[config.mk]
export PLATFORM = sky130hd
export DESIGN_NAME = instruction_fetch_unit
export DESIGN_NICKNAME = d
export VERILOG_FILES = /design/src/rtl/instruction_fetch_unit.sv
export SDC_FILE = /design/constraint.sdc
export NUM_CORES = 1
export LEC_CHECK = 0
export ABC_CLOCK_PERIOD_IN_PS = 2850
export CAP_MARGIN = 20
export CORE_MARGIN = 4
export CORE_UTILIZATION = 40
export DETAILED_ROUTE_END_ITERATION = 10
export GPL_ROUTABILITY_DRIVEN = 0
export GPL_TIMING_DRIVEN = 1
export SYNTH_ARGS = -nofsm -noshare
export SYNTH_HDL_FRONTEND = slang
export SYNTH_SLANG_ARGS = --single-unit
[constraint.sdc]
create_clock -name clk -period 2.85 [get_ports clk]
set_input_delay 0.4275 -clock clk [delete_from_list [all_inputs] [get_ports clk]]
set_output_delay 0.4275 -clock clk [all_outputs]
set_load 0.05 [all_outputs]
[src/rtl/instruction_fetch_unit.sv]
// Fetch stage: owns the PC, drives the synchronous-read instruction memory and
// hides its one-cycle latency behind a 2-entry {instruction, pc} output buffer.
module instruction_fetch_unit #(
   parameter logic [31:0] RESET_PC   = 32'h0000_0000,
   parameter int unsigned PC_STEP    = 4,
   parameter int unsigned ADDR_SHIFT = 2,
   parameter int unsigned BUF_DEPTH  = 2
) (
   input  logic        clk,
   input  logic        reset_n,
   output logic [31:0] imem_address,
   input  logic [31:0] imem_instruction,
   input  logic        branch_taken,
   input  logic [31:0] branch_target,
   input  logic        if_ready,
   output logic        if_valid,
   output logic [31:0] if_instruction,
   output logic [31:0] if_pc
);

   logic [31:0] pc_q, pc_d;
   logic        inflight_q, inflight_d;
   logic [31:0] inflight_pc_q, inflight_pc_d;
   logic [1:0]  count_q, count_d;
   logic        head_q, head_d;
   logic [31:0] buf_instr_q [2];
   logic [31:0] buf_instr_d [2];
   logic [31:0] buf_pc_q [2];
   logic [31:0] buf_pc_d [2];

   logic        pop;
   logic        push;
   logic        issue;
   logic        tail;
   logic [2:0]  occupancy;
   logic [31:0] fetch_addr;

   // Occupancy counts the slot an in-flight read will claim next cycle, so the
   // buffer can never be pushed while full.
   always_comb begin
      pop        = (count_q != 2'd0) & if_ready;
      push       = inflight_q & ~branch_taken;
      occupancy  = {1'b0, count_q} + {2'b00, inflight_q} - {2'b00, pop};
      issue      = branch_taken | (occupancy < 3'(BUF_DEPTH));
      fetch_addr = (branch_taken && reset_n) ? branch_target : pc_q;
      tail       = head_q ^ count_q[0];
   end

   assign imem_address = fetch_addr >> ADDR_SHIFT;

   always_comb begin
      pc_d          = pc_q;
      inflight_d    = issue;
      inflight_pc_d = inflight_pc_q;
      if (issue) begin
         pc_d          = fetch_addr + 32'(PC_STEP);
         inflight_pc_d = fetch_addr;
      end
   end

   always_comb begin
      count_d     = count_q;
      head_d      = head_q;
      buf_instr_d = buf_instr_q;
      buf_pc_d    = buf_pc_q;
      if (branch_taken) begin
         count_d = 2'd0;
      end else begin
         if (push) begin
            buf_instr_d[tail] = imem_instruction;
            buf_pc_d[tail]    = inflight_pc_q;
         end
         if (pop) begin
            head_d = ~head_q;
         end
         count_d = count_q + {1'b0, push} - {1'b0, pop};
      end
   end

   always_ff @(posedge clk or negedge reset_n) begin
      if (!reset_n) begin
         pc_q          <= RESET_PC;
         inflight_q    <= 1'b0;
         inflight_pc_q <= 32'h0;
         count_q       <= 2'd0;
         head_q        <= 1'b0;
         buf_instr_q   <= '{default: 32'h0};
         buf_pc_q      <= '{default: 32'h0};
      end else begin
         pc_q          <= pc_d;
         inflight_q    <= inflight_d;
         inflight_pc_q <= inflight_pc_d;
         count_q       <= count_d;
         head_q        <= head_d;
         buf_instr_q   <= buf_instr_d;
         buf_pc_q      <= buf_pc_d;
      end
   end

   assign if_valid       = (count_q != 2'd0);
   assign if_instruction = buf_instr_q[head_q];
   assign if_pc          = buf_pc_q[head_q];

   a_no_push_when_full : assert property (
      @(posedge clk) disable iff (!reset_n) !(push && count_q == 2'd2)
   );

endmodule

==> impl_metrics.py <==
metrics = {
    "route": {
        "wire_per_inst_um": 17.82,
        "detail-route-antenna-nets": 0,
        "drc_errors": 0,
        "drt-total-wl_um": 23020,
        "vias": 6602,
        "avgViaCountPerCell": 5.110,
        "drtPass1Iterations": 4,
        "drt_iter0_markers": 299,
    },
    "clocking": {
        "cts_root_buffer": "clkbuf_16",
        "tritoncts": "built",
        "cts_buffers": 17,
        "cts-htree-levels": 4,
        "clock_path_buffers": 2,
        "path_clk_slew_ns": 0.07,
        "clock_latency_ns": 0.43,
        "clock_sinks": 194,
        "cts_setup_buffers": 0,
    },
    "die": {
        "core_um2": 22850,
        "die_h_um": 161.1,
        "io_pins": 165,
        "die_w_um": 161.1,
        "initial_core_util_pct": 41.02,
        "row_count": 55,
        "die-area_um2": 25950,
    },
    "global_route": {
        "antenna_found_initial": 0,
        "grt_use_total_pct": 18.06,
        "grt_overflow": 0,
        "grt_max_degree": 76,
        "globalRouteMet2Util_pct": 29.41,
        "grt_use_met1_pct": 24.70,
        "grt_pass1_vias": 6856,
        "grt_pass1_wl_um": 37580,
        "grt-busiest-layer": "met2",
        "grtUsageMet3_pct": 4.338,
    },
    "yosys": {
        "synth_compound_area_share_pct": 5.447,
        "syn_avg_cell_area_um2": 11.86,
        "synthMuxAreaShare_pct": 25.63,
        "synthAdderAreaFrac_pct": 0.4806,
        "synth.distinct_cells": 49,
        "async_flop_share_pct": 100.0,
        "synth_warnings": 0,
        "seq_area_frac_synth_pct": 51.80,
        "synth-seq-cells": 194,
        "synthSimpleGateAreaFrac_pct": 11.43,
        "synth-edff-count": 0,
        "synth_top_family_by_area": "multiplexers",
        "yosys_most_used_dff": "dfrtp_1",
        "synth_area_um2": 9373,
        "syn_inst": 790,
        "synth_xor_area_share_pct": 1.869,
    },
    "worst_setup_path": {
        "rrSetupSlack_ns": 0.55,
        "required_ns": 2.42,
        "slowest_stage": "dlygate4sd3_1",
        "critPathBufInv": 5,
        "cp_common_cell": "buf_4",
        "critPathCapture": "imem_address[17]",
        "crit_type": "in -> out",
        "crit_chain": "dlygate4sd3_1 > clkbuf_8 > and2_4 > buf_12 > mux2_2 > buf_4 > buf_4",
        "r2r_start": "count_q[1]$_DFF_PN0_",
        "critPathMaxStageDelay_ns": 0.58,
        "r2r_end": "pc_q[26]$_DFFE_PN0P_",
        "critPathMaxFanout": 29,
        "endpoint_kind": "primary output",
        "setup.worst_path.start": "reset_n",
        "startpoint_type": "input port",
        "ff2ff_path_depth": 11,
        "cp_num_cells": 7,
        "crit_family": "buffers and inverters",
        "arrival_ns": 2.36,
    },
    "sta": {
        "hold_viol_final": 0,
        "drv_slew": 0,
        "setup_ws_ns": 0.05754,
        "relSlewSlack_pct": 36.31,
        "fin_worst_skew_ns": 0.007033,
        "fin_setup_tns_ns": 0,
        "fin_crit_sh_pct": 97.98,
        "rsz0062_at_grt": "no",
        "fmax_mhz": 358.1,
        "setup_viol": 0,
        "fin_crit_ns": 2.792,
        "worstMarginPinSlew_ns": 0.9553,
    },
    "cells_and_area": {
        "final_layout_size_suffix_gt1_share_pct": 37.69,
        "n_antenna_cell": 0,
        "layout.nets": 1037,
        "design_area_um2": 12250,
        "area_growth_syn_to_layout_pct": 30.73,
    },
    "min_path": {
        "hp-class": "in -> async",
    },
    "placed_design": {
        "port-buffer-count": 162,
        "place_ws_ns": 0.04020,
        "hpwl_um": 16180,
        "place_area_um2": 11650,
    },
    "flow_run": {
        "max_cap_violations": 0,
    },
    "run_status": {
        "status": "complete, no violations",
    },
}
metrics by stage:
step | utilization, % | hold WS, ns | cells
4_1_cts | 53.61 | 0.4169 | 1292
5_1_grt | 53.63 | 0.4261 | 1292
3_5_place_dp | 50.97 | 0.2631 | 1259
3_3_place_gp | 50.97 | 0.2607 | 1259
6_report | 53.63 | 0.4423 | 1292
2_1_floorplan | - | 0.1319 | 791
sequential cells by signal (all words and copies together), names as in the netlist:
name           count
count_q            2
inflight_q         1
inflight_pc_q     30
buf_pc_q          64
buf_instr_q       64
head_q             1
pc_q              32
layout by cell type, fill, tap and decap left out, drive strengths merged, types with 2 or more instances in the layout:
master and instances:
nand2b 6, dfrtp 194, mux2 197, a31oi 2
ha 2, o221a 3, clkdlybuf4s50 101, and3 8
nor3 6, mux2i 18, nor2 73, nor2b 3
and4 2, clkinv 4, o21a 6, nor3b 2
nand3 12, conb 2, buf 99, a21oi 38
inv 26, o31ai 5, nor4 7, xnor2 16
clkbuf 20, o21ai 23, nand2 69, xor2 4
nand4 22
cell type report:
type                    instances  area (um2)
fillers                      2000       10590
inverters                      19       71.32
clock buffers                  19       452.9
multi-input cells             532        4248
well taps                     313       391.6
repair buffers                202        2091
clock inverters                13       140.1
flip-flops and latches        194        4858
synth_stat cells, types with 10 or more instances:
master / number / area share (%)
nand4_1: 22 / 1.5
mux2_2: 197 / 24
xnor2_1: 16 / 1.5
clkbuf_1: 18 / 0.72
buf_2: 17 / 0.91
mux2i_1: 17 / 1.8
a21oi_1: 38 / 2.0
o21ai_1: 10 / 0.53
dfrtp_1: 194 / 52
nor2_1: 72 / 2.9
nand2_1: 68 / 2.7
inv_1: 18 / 0.72
routing by layer:
metal	vias up	routed length, um	part of all wire, %
li1	3122	-	-
met1	3286	10730	47
met2	175	10830	47
met3	19	1235	5.4
met4	0	226	0.98
met5	-	0	0
worst register-to-register path: stages, from the launching register on:
cell,delay [ns]
dfrtp_1,0.46
nand2_1,0.08
nor2_1,0.12
o21ai_0,0.12
fa_1,0.39
xnor2_1,0.15
a21oi_2,0.22
inv_2,0.10
buf_12,0.18
nand2b_1,0.15
a21oi_1,0.05
nor3b_1,0.20
cell families after synthesis:
logic type | Yosys count
buf+inv | 65
mux | 215
other cells | 1
fa+ha+maj | 3
compound gates | 79
xor+xnor | 20
simple gates | 213
flops | 194
how the worst min path moves through the flow:
stage,to,from,cells past startpoint
after floorplan,buf_instr_q[0]$_DFFE_PN0P_,reset_n,0
after global placement,inflight_q$_DFF_PN0_,reset_n,1
after detailed placement,inflight_q$_DFF_PN0_,reset_n,1
after CTS,inflight_q$_DFF_PN0_,reset_n,2
after global routing,inflight_q$_DFF_PN0_,reset_n,2
final,inflight_q$_DFF_PN0_,reset_n,2
timing repair:
action | 4_1_cts | 5_1_grt
hold endpoints to repair | 1 | 0
hold buffers | 1 | 0
gates resized for setup | 0 | 1
endpoints found under the setup margin | 0 | 1
Power is not shown: default switching activity piles up to over one toggle a cycle in this logic, so the estimate is an artifact.
